$ cat src/rtl/if_ctrl_pkg.sv
// Shared types for the fetch-stage controller: PC source selects,
// exception vector selects, controller states and the redirect decision record.
package if_ctrl_pkg;

    typedef enum logic [2:0] {
        PC_BOOT = 3'd0,
        PC_JUMP = 3'd1,
        PC_EXC  = 3'd2,
        PC_ERET = 3'd3,
        PC_DRET = 3'd4,
        PC_BP   = 3'd5
    } pc_sel_e;

    typedef enum logic [1:0] {
        EXC_PC_EXC     = 2'd0,
        EXC_PC_IRQ     = 2'd1,
        EXC_PC_DBD     = 2'd2,
        EXC_PC_DBG_EXC = 2'd3
    } exc_pc_sel_e;

    typedef enum logic [2:0] {
        S_RESET    = 3'd0,
        S_BOOT     = 3'd1,
        S_RUN      = 3'd2,
        S_REDIRECT = 3'd3,
        S_SLEEP    = 3'd4
    } if_ctrl_state_e;

    typedef struct packed {
        logic        valid;
        pc_sel_e     pc_sel;
        exc_pc_sel_e exc_sel;
    } redirect_t;

    localparam int unsigned BUBBLE_CNT_W = 4;

endpackage

$ cat src/rtl/if_ctrl_if.sv
// Request/control bundle between the hazard/exception/debug logic and the
// fetch controller; master drives requests, slave is the controller.
interface if_ctrl_if import if_ctrl_pkg::*; ();

    logic           fetch_enable_i;
    logic           exc_req_i;
    logic           irq_i;
    logic           debug_req_i;
    logic           dret_req_i;
    logic           eret_req_i;
    logic           branch_taken_i;
    logic           wfi_i;
    logic           hazard_stall_i;
    logic           imem_ready_i;
    logic           pc_set_o;
    pc_sel_e        pc_mux_o;
    exc_pc_sel_e    exc_pc_mux_o;
    logic           stall_if_o;
    logic           flush_if_o;
    logic           fetch_en_o;
    if_ctrl_state_e state_o;

    modport master (
        output fetch_enable_i, exc_req_i, irq_i, debug_req_i, dret_req_i,
               eret_req_i, branch_taken_i, wfi_i, hazard_stall_i, imem_ready_i,
        input  pc_set_o, pc_mux_o, exc_pc_mux_o, stall_if_o, flush_if_o,
               fetch_en_o, state_o
    );

    modport slave (
        input  fetch_enable_i, exc_req_i, irq_i, debug_req_i, dret_req_i,
               eret_req_i, branch_taken_i, wfi_i, hazard_stall_i, imem_ready_i,
        output pc_set_o, pc_mux_o, exc_pc_mux_o, stall_if_o, flush_if_o,
               fetch_en_o, state_o
    );

endinterface

$ cat src/rtl/if_ctrl.sv
// Fetch-stage controller: boots the PC, arbitrates redirects by priority,
// and issues the IF flush bubble and stall controls.
module if_ctrl
    import if_ctrl_pkg::*;
#(
    parameter int unsigned REDIRECT_BUBBLES = 2
) (
    input  logic      clk,
    input  logic      rst_n,
    if_ctrl_if.slave  bus
);

    localparam logic [BUBBLE_CNT_W-1:0] BUBBLE_LOAD = BUBBLE_CNT_W'(REDIRECT_BUBBLES - 1);

    if_ctrl_state_e          state_r;
    logic                    pc_set_r;
    pc_sel_e                 pc_mux_r;
    exc_pc_sel_e             exc_pc_mux_r;
    logic                    flush_r;
    logic [BUBBLE_CNT_W-1:0] cnt_r;
    redirect_t               redirect_s;
    logic                    acc_exc_s;
    logic                    acc_ret_s;
    logic                    acc_br_s;

    function automatic redirect_t redirect_prio(
        input logic exc, input logic irq, input logic dbg,
        input logic dret, input logic eret, input logic br
    );
        redirect_t r;
        r = '{valid: 1'b1, pc_sel: PC_EXC, exc_sel: EXC_PC_EXC};
        if (exc) begin
            r.exc_sel = EXC_PC_EXC;
        end else if (irq) begin
            r.exc_sel = EXC_PC_IRQ;
        end else if (dbg) begin
            r.exc_sel = EXC_PC_DBD;
        end else if (dret) begin
            r.pc_sel = PC_DRET;
        end else if (eret) begin
            r.pc_sel = PC_ERET;
        end else if (br) begin
            r.pc_sel = PC_JUMP;
        end else begin
            r.valid = 1'b0;
        end
        return r;
    endfunction

    // Which request classes each state may accept; branches only count on the live path.
    always_comb begin
        acc_exc_s = 1'b0;
        acc_ret_s = 1'b0;
        acc_br_s  = 1'b0;
        case (state_r)
            S_RUN: begin
                acc_exc_s = 1'b1;
                acc_ret_s = 1'b1;
                acc_br_s  = 1'b1;
            end
            S_REDIRECT: begin
                acc_exc_s = 1'b1;
                acc_ret_s = 1'b1;
            end
            S_SLEEP: begin
                acc_exc_s = 1'b1;
            end
            default: begin
                acc_exc_s = 1'b0;
            end
        endcase
        redirect_s = redirect_prio(bus.exc_req_i & acc_exc_s, bus.irq_i & acc_exc_s,
                                   bus.debug_req_i & acc_exc_s, bus.dret_req_i & acc_ret_s,
                                   bus.eret_req_i & acc_ret_s, bus.branch_taken_i & acc_br_s);
    end

    // Controller FSM with registered PC-load, mux select and flush outputs.
    always_ff @(posedge clk or negedge rst_n) begin
        if (!rst_n) begin
            state_r      <= S_RESET;
            pc_set_r     <= 1'b0;
            pc_mux_r     <= PC_BOOT;
            exc_pc_mux_r <= EXC_PC_EXC;
            flush_r      <= 1'b0;
            cnt_r        <= {BUBBLE_CNT_W{1'b0}};
        end else begin
            pc_set_r <= 1'b0;
            if (redirect_s.valid) begin
                state_r  <= S_REDIRECT;
                pc_set_r <= 1'b1;
                pc_mux_r <= redirect_s.pc_sel;
                flush_r  <= 1'b1;
                cnt_r    <= BUBBLE_LOAD;
                // Vector select is only meaningful for exception-class redirects.
                if (redirect_s.pc_sel == PC_EXC) begin
                    exc_pc_mux_r <= redirect_s.exc_sel;
                end
            end else begin
                case (state_r)
                    S_RESET: begin
                        if (bus.fetch_enable_i) begin
                            state_r  <= S_BOOT;
                            pc_set_r <= 1'b1;
                            pc_mux_r <= PC_BOOT;
                        end
                    end
                    S_BOOT: begin
                        state_r <= S_RUN;
                    end
                    S_RUN: begin
                        if (bus.wfi_i) begin
                            state_r <= S_SLEEP;
                        end
                    end
                    S_REDIRECT: begin
                        if (cnt_r == {BUBBLE_CNT_W{1'b0}}) begin
                            state_r <= S_RUN;
                            flush_r <= 1'b0;
                        end else begin
                            cnt_r   <= cnt_r - {{(BUBBLE_CNT_W-1){1'b0}}, 1'b1};
                            flush_r <= 1'b1;
                        end
                    end
                    S_SLEEP: begin
                        state_r <= S_SLEEP;
                    end
                    default: begin
                        state_r <= S_RESET;
                        flush_r <= 1'b0;
                    end
                endcase
            end
        end
    end

    assign bus.pc_set_o     = pc_set_r;
    assign bus.pc_mux_o     = pc_mux_r;
    assign bus.exc_pc_mux_o = exc_pc_mux_r;
    assign bus.flush_if_o   = flush_r;
    assign bus.state_o      = state_r;
    assign bus.fetch_en_o   = (state_r == S_BOOT) | (state_r == S_RUN) | (state_r == S_REDIRECT);
    // A PC load always beats a stall so the redirect target is never held off.
    assign bus.stall_if_o   = (state_r == S_RUN) & (bus.hazard_stall_i | ~bus.imem_ready_i) & ~pc_set_r;

endmodule
$ cat src/flat_wrapper.sv
// flat-port wrapper written by rule: the top's interface ports become plain ports
module if_ctrl_flat import if_ctrl_pkg::*;
#(
    parameter int unsigned REDIRECT_BUBBLES = 2
)
  (clk, rst_n, bus_fetch_enable_i, bus_exc_req_i, bus_irq_i, bus_debug_req_i, bus_dret_req_i, bus_eret_req_i, bus_branch_taken_i, bus_wfi_i, bus_hazard_stall_i, bus_imem_ready_i, bus_pc_set_o, bus_pc_mux_o, bus_exc_pc_mux_o, bus_stall_if_o, bus_flush_if_o, bus_fetch_en_o, bus_state_o);
  if_ctrl_if bus_i ();
  input  logic clk;
  input  logic rst_n;
  input wire logic [$bits(bus_i.fetch_enable_i)-1:0] bus_fetch_enable_i;
  input wire logic [$bits(bus_i.exc_req_i)-1:0] bus_exc_req_i;
  input wire logic [$bits(bus_i.irq_i)-1:0] bus_irq_i;
  input wire logic [$bits(bus_i.debug_req_i)-1:0] bus_debug_req_i;
  input wire logic [$bits(bus_i.dret_req_i)-1:0] bus_dret_req_i;
  input wire logic [$bits(bus_i.eret_req_i)-1:0] bus_eret_req_i;
  input wire logic [$bits(bus_i.branch_taken_i)-1:0] bus_branch_taken_i;
  input wire logic [$bits(bus_i.wfi_i)-1:0] bus_wfi_i;
  input wire logic [$bits(bus_i.hazard_stall_i)-1:0] bus_hazard_stall_i;
  input wire logic [$bits(bus_i.imem_ready_i)-1:0] bus_imem_ready_i;
  output wire logic [$bits(bus_i.pc_set_o)-1:0] bus_pc_set_o;
  output wire logic [$bits(bus_i.pc_mux_o)-1:0] bus_pc_mux_o;
  output wire logic [$bits(bus_i.exc_pc_mux_o)-1:0] bus_exc_pc_mux_o;
  output wire logic [$bits(bus_i.stall_if_o)-1:0] bus_stall_if_o;
  output wire logic [$bits(bus_i.flush_if_o)-1:0] bus_flush_if_o;
  output wire logic [$bits(bus_i.fetch_en_o)-1:0] bus_fetch_en_o;
  output wire logic [$bits(bus_i.state_o)-1:0] bus_state_o;
  assign bus_i.fetch_enable_i = bus_fetch_enable_i;
  assign bus_i.exc_req_i = bus_exc_req_i;
  assign bus_i.irq_i = bus_irq_i;
  assign bus_i.debug_req_i = bus_debug_req_i;
  assign bus_i.dret_req_i = bus_dret_req_i;
  assign bus_i.eret_req_i = bus_eret_req_i;
  assign bus_i.branch_taken_i = bus_branch_taken_i;
  assign bus_i.wfi_i = bus_wfi_i;
  assign bus_i.hazard_stall_i = bus_hazard_stall_i;
  assign bus_i.imem_ready_i = bus_imem_ready_i;
  assign bus_pc_set_o = bus_i.pc_set_o;
  assign bus_pc_mux_o = bus_i.pc_mux_o;
  assign bus_exc_pc_mux_o = bus_i.exc_pc_mux_o;
  assign bus_stall_if_o = bus_i.stall_if_o;
  assign bus_flush_if_o = bus_i.flush_if_o;
  assign bus_fetch_en_o = bus_i.fetch_en_o;
  assign bus_state_o = bus_i.state_o;
  if_ctrl #(.REDIRECT_BUBBLES(REDIRECT_BUBBLES)) u_core (.clk(clk), .rst_n(rst_n), .bus(bus_i));
endmodule
$ cat config.mk
export PLATFORM = sky130hd
export DESIGN_NAME = if_ctrl_flat
export DESIGN_NICKNAME = d
export VERILOG_FILES = /design/src/rtl/if_ctrl_pkg.sv /design/src/rtl/if_ctrl_if.sv /design/src/rtl/if_ctrl.sv /design/src/flat_wrapper.sv
export SDC_FILE = /design/constraint.sdc
export NUM_CORES = 1
export LEC_CHECK = 0
export BUFFER_PORTS_ARGS = -buffer_cell sky130_fd_sc_hd__buf_4
export CORE_UTILIZATION = 44
export CTS_CLUSTER_SIZE = 40
export DETAILED_ROUTE_END_ITERATION = 8
export GPL_ROUTABILITY_DRIVEN = 0
export PLACE_DENSITY = 0.73
export SETUP_SLACK_MARGIN = 0.15
export SYNTH_ARGS = -nofsm -noshare
export SYNTH_HDL_FRONTEND = slang
export SYNTH_SLANG_ARGS = --single-unit
$ cat constraint.sdc
create_clock -name clk -period 1.3 [get_ports clk]
set_input_delay 0.13 -clock clk [delete_from_list [all_inputs] [get_ports clk]]
set_output_delay 0.13 -clock clk [all_outputs]
set_load 0.01 [all_outputs]
# --- Yosys cells after proc, flatten, opt, wreduce, memory -nomap -nowiden ---
# Index checks and enable logic that the tools add are counted.
op_classes:
  n_eq_ne: 10
  reduce_logical: 12
  addsub: 1
  muxes: 32
  bitwise_logic: 13
op_table:
  columns: ["operator", "n"]
  rows:
  - ["2-to-1 mux 3 bit", 9]
  - ["2-to-1 mux 4 bit", 6]
  - ["case mux 3 bit (5 select lines)", 1]
  - ["2-to-1 mux 1 bit", 11]
  - ["equality test 3 x 2 -> 1 bit (second input constant)", 3]
  - ["AND 1 bit", 8]
  - ["2-to-1 mux 2 bit", 4]
  - ["inequality test 3 x 2 -> 1 bit (second input constant)", 2]
  - ["AND reduction 2 bit", 3]
  - ["nonzero test 2 bit", 3]
  - ["zero test 4 bit", 1]
  - ["inequality test 2 x 1 -> 1 bit (second input constant)", 2]
  - ["OR reduction 4 bit", 1]
  - ["subtractor 4 x 1 -> 4 bit (second input constant)", 1]
  - ["equality test 3 x 1 -> 1 bit (second input constant)", 1]
  - ["equality test 3 bit (second input constant)", 1]
  - ["zero test 3 bit", 1]
  - ["inequality test 3 x 1 -> 1 bit (second input constant)", 1]
  - ["OR 1 bit", 3]
  - ["AND reduction 3 bit", 1]
  - ["OR reduction 3 bit", 1]
  - ["inverter 1 bit", 2]
  - ["case mux 1 bit (2 select lines)", 1]
  - ["OR reduction 2 bit", 1]
totals:
  reg_bits: 14
  output_inout_bits: 12

# --- Longest topological paths before layout ---
depth:
  depth_word: 11
  ltp_mapped: 5
  depth_no_buf: 5

# --- Least setup slack after synthesis ---
# No wires, ideal clock.
synth_path:
  path_kind: "reg2out"
  startpoint: "reg u_core.state_r[2] (netlist: u_core.bus.state_o[2])"
  endpoint: "out bus_stall_if_o"
  arrival_time_ns: 1.287
  path_stages_with_launch: 4
  path_slack_ns: -0.117
  t_required_ns: 1.170
  cell_sequence: "dfrtp_1 -> buf_6 -> or2b_2 -> a2111oi_2"
synth_between:
  elab_chain_len: 3
synth_lines:
  columns: ["element", "line", "text"]
  rows:
  - ["from (decl)", "if_ctrl.sv:15", "if_ctrl_state_e state_r;"]
  - ["from (signal assigned)", "if_ctrl.sv:80", "state_r <= S_RESET;"]
  - ["from (signal assigned)", "if_ctrl.sv:89", "state_r <= S_REDIRECT;"]
  - ["from (signal assigned)", "if_ctrl.sv:102", "state_r <= S_BOOT;"]
  - ["equality test 3 x 2 -> 1 bit", "if_ctrl.sv:143", "assign bus.stall_if_o = (state_r == S_RUN) & (bus.hazard_stall_i | ~bus.imem_ready_i) & ~pc_set_r;"]
  - ["AND 1 bit (2 in a row)", "if_ctrl.sv:143", null]
  - ["to (decl)", "flat_wrapper.sv:23", "output wire logic [$bits(bus_i.stall_if_o)-1:0] bus_stall_if_o;"]
# Every way passes these cells.

# --- Final worst setup path ---
# Same ends and word-level chain as after synthesis.

==> results by group <==
Worst setup path
  • Buffers and inverters on the worst path: 1
  • CP top delay family: flip-flops
  • Worst path slowest cell: dfrtp_2
  • Slowest stage delay, CP: 0.41 ns
  • Worst EP required: 1.17 ns
  • Critical path endpoint category: primary output
  • WS Path Type: reg -> out
  • Worst Path Arrival: 1.33 ns
  • Critical-path maximum fanout: 2
  • Startpoint Class: register
  • Critical path cell sequence: or2b_4 > a2111oi_4 > buf_4

Drt
  • WL met2: 1180 um
  • Vias: 772
  • Final WL: 2310 um
  • Post-DRT Antenna Nets: 0
  • Drc violations: 0
  • Metal3 WL: 101 um
  • Met1 WL: 994 um
  • DR iter-0 viols: 28
  • Routed vias/inst: 5.11
  • First-pass iteration count of the detailed router: 4
  • Top Metal Used: met4
  • Wire length per cell: 15.3 um

Final layout
  • Layout area overhead: 69.3%
  • FF/Latch Area: 354 um^2
  • Fillcell total: 90
  • Post-route cell area: 0.00133 mm^2
  • Final net count: 141
  • Post-route insts no fill: 151
  • Multi-input logic area: 492 um^2
  • Layout cells sized above 1: 63.0%
  • Diode count: 0

Synthesis
  • Asr flop ratio synth: 100%
  • #FFs+latches synth: 14
  • Syn_area_per_cell: 9.96 um^2
  • Synth top area share: 44.5%
  • Post-Synthesis Net Count: 92
  • Most frequent cell after synthesis: dfrtp_1
  • Mapped Area: 787 um^2
  • Most frequent cells after synthesis: dfrtp_1 (14), nor2_1 (9), nand3_1 (6)
  • Cells after synthesis: 79
  • Synthesis Warnings: 0
  • Ys flop type: dfrtp_1
  • Cell taking the most area after synthesis: dfrtp_1
  • Sequential share of the synthesized area: 44.5%
  • EDFF count, synth: 0
  • Unique masters post-synth: 31
  • Synth top area cells: dfrtp_1 (45%), nor2_1 (4.3%), mux2i_1 (3.8%)

Floorplan
  • Die W: 44.3 um
  • Core Region: 0.00159 mm^2
  • I/O pin count: 24
  • FP Rows: 14
  • DIE AREA: 0.00196 mm^2
  • Starting Density: 49.4%
  • Chip height: 44.3 um

STA
  • Slew margin rel.: 77.6%
  • Min cycle time layout: 1.46 ns
  • RSZ-0062 raised after global routing: true
  • Hold Violations, Final: 0
  • Slew Limit Fails: 0
  • Worst Max-Slew Pin Slew: 0.335 ns
  • Fmax: 684 MHz
  • Setup Skew: 0.0112 ns
  • Setup-failing EPs final: 14
  • Final worst path period share: 112%
  • Smallest setup slack after layout: -0.162 ns

Global route
  • Vias in the first global route: 717
  • First-pass GRT wire length: 3220 um
  • Largest net degree at the start of global routing: 15
  • Initial antenna violation count: 0
  • GRT overflow: 0
  • GRT Overall Usage: 23.3%

CTS
  • CTS Buffer Depth: 2
  • Insertion delay to the later sink of the worst-skew pair: 0.30 ns
  • Total CTS buffers: 3
  • CTS sink count: 14
  • Clock-pin slew on the worst setup and hold paths: 0.10 ns
  • H-Tree Depth: 1
  • Clock tree from TritonCTS: yes
  • Root Driver: clkbuf_4

Flow run
  • Max-cap violations: 0

Power and ir drop
  • Peak VDD IR: 0.531 mV
  • Int Pwr: 667 uW
  • Power share of the sequential group: 50.6%
  • Switching power of the nets: 216 uW
  • Pwr dens: 663 mW/mm^2
  • LEAKAGE: 0.000598 uW
  • Clock group share of total power: 37.6%
  • Switch share: 24.5%
  • Logic pwr share: 11.8%

Outcome
  • Failing checks: setup timing
  • Status: complete, but fails checks

Placement
  • PortBufs: 23
  • Post-Place Worst Slack: -0.0156 ns
  • Dpl cells: 134
  • Post-Place Cell Area: 0.00107 mm^2
  • HPWL Detailed: 1350 um

Min path
  • Path type of the worst min-delay path: in -> reg
[per-layer routing]
metal  vias up  global-route usage (%)
li1        370                       -
met1       371                    30.8
met2        26                    40.3
met3         5                    2.45
met4         0                    7.27
met5         -                       0
[final timing paths]
check,from,end,slack (ns),cells past startpoint
max in group asynchronous,rst_n,u_core.bus.state_o[2]$_DFFE_PN0P_,0.90,2
worst max register to register,u_core.bus.state_o[2]$_DFFE_PN0P_,u_core.cnt_r[1]$_DFFE_PN0P_,-0.12,5
worst max-delay path,u_core.bus.state_o[2]$_DFFE_PN0P_,bus_stall_if_o,-0.16,3
worst min register to register,u_core.bus.pc_mux_o[2]$_DFFE_PN0P_,u_core.bus.pc_mux_o[2]$_DFFE_PN0P_,0.54,2
min in group asynchronous,rst_n,u_core.bus.exc_pc_mux_o[1]$_DFFE_PN0P_,0.21,2
worst min-delay path,bus_exc_req_i,u_core.bus.exc_pc_mux_o[0]$_DFFE_PN0P_,0.02,2
[worst register-to-register path, stage by stage, from the launching register on]
cell	delay [ns]
dfrtp_2	0.41
buf_4	0.16
nor2b_4	0.25
o31ai_4	0.16
o21a_4	0.19
and2_1	0.16
[cell type report]
| class | count | area share, % |
|---|---|---|
| clock buffer | 4 | 2.72 |
| sequential | 14 | 26.6 |
| inverter | 5 | 1.41 |
| timing repair buffer | 47 | 30.1 |
| tap | 24 | 2.25 |
| multi-input combinational | 57 | 36.9 |
[per-stage QoR]
stage,utilization [%],total power (uW),setup TNS (ns),hold WS (ns)
4_1_cts,80.4,861,-0.513,0.0342
5_1_grt,83.6,898,-1.88,0.0449
6_report,83.6,883,-1.15,0.0160
2_1_floorplan,-,488,-0.0284,-0.166
3_3_place_gp,67.4,545,0,-0.0142
3_5_place_dp,67.4,546,-0.0294,-0.0128
[power by group through the flow]
stage	clock network [uW]	registers [uW]	logic, uW
finish	332	447	104
global placement	0	455	90.2
CTS	316	446	98.7
floorplan	0	458	29.7
global route	338	447	112
detailed placement	0	455	90.8
[registers in the layout, indices dropped and copies added, names as in the netlist]
register and count:
u_core.bus.exc_pc_mux_o 2, u_core.bus.flush_if_o 1, u_core.bus.pc_mux_o 3, u_core.bus.pc_set_o 1
u_core.bus.state_o 3, u_core.cnt_r 4
[logic make-up (layout without fill, tap and decap cells)]
family	Yosys count	after routing	share of synthesized area, %
AO/OA/AOI/OAI	18	18	18.6
XOR/XNOR	1	1	1.11
adder cells (fa/ha/maj)	1	1	1.59
buffers and inverters	8	56	6.20
flip-flops	14	14	44.5
multiplexers	3	3	3.82
AND/OR/NAND/NOR	34	34	24.2
[layout by cell type, fill, tap and decap left out, drive strengths merged]
cell type     n
a221oi        1
nand2         5
mux2i         3
nor3b         1
clkbuf        4
o21ai         6
a21oi         6
buf          46
and2b         1
a21o          1
a2111oi       1
nor2b         4
nor2         10
nor4          1
inv           5
nand3b        2
xnor2         1
a311o         1
ha            1
dlygate4sd3   1
or2b          1
o31ai         1
dfrtp        14
nand3         6
o21a          1
nor3          2
and2          1
[what timing repair did]
| action | 4_1_cts | 5_1_grt |
|---|---|---|
| hold buffers | 1 | 0 |
| pin swaps | 11 | 8 |
| endpoints found under the setup margin | 17 | 19 |
| hold endpoints to repair | 14 | 0 |
| gates resized for setup | 17 | 13 |
| buffers inserted | 12 | 0 |
(Power assumes the default switching activity.)
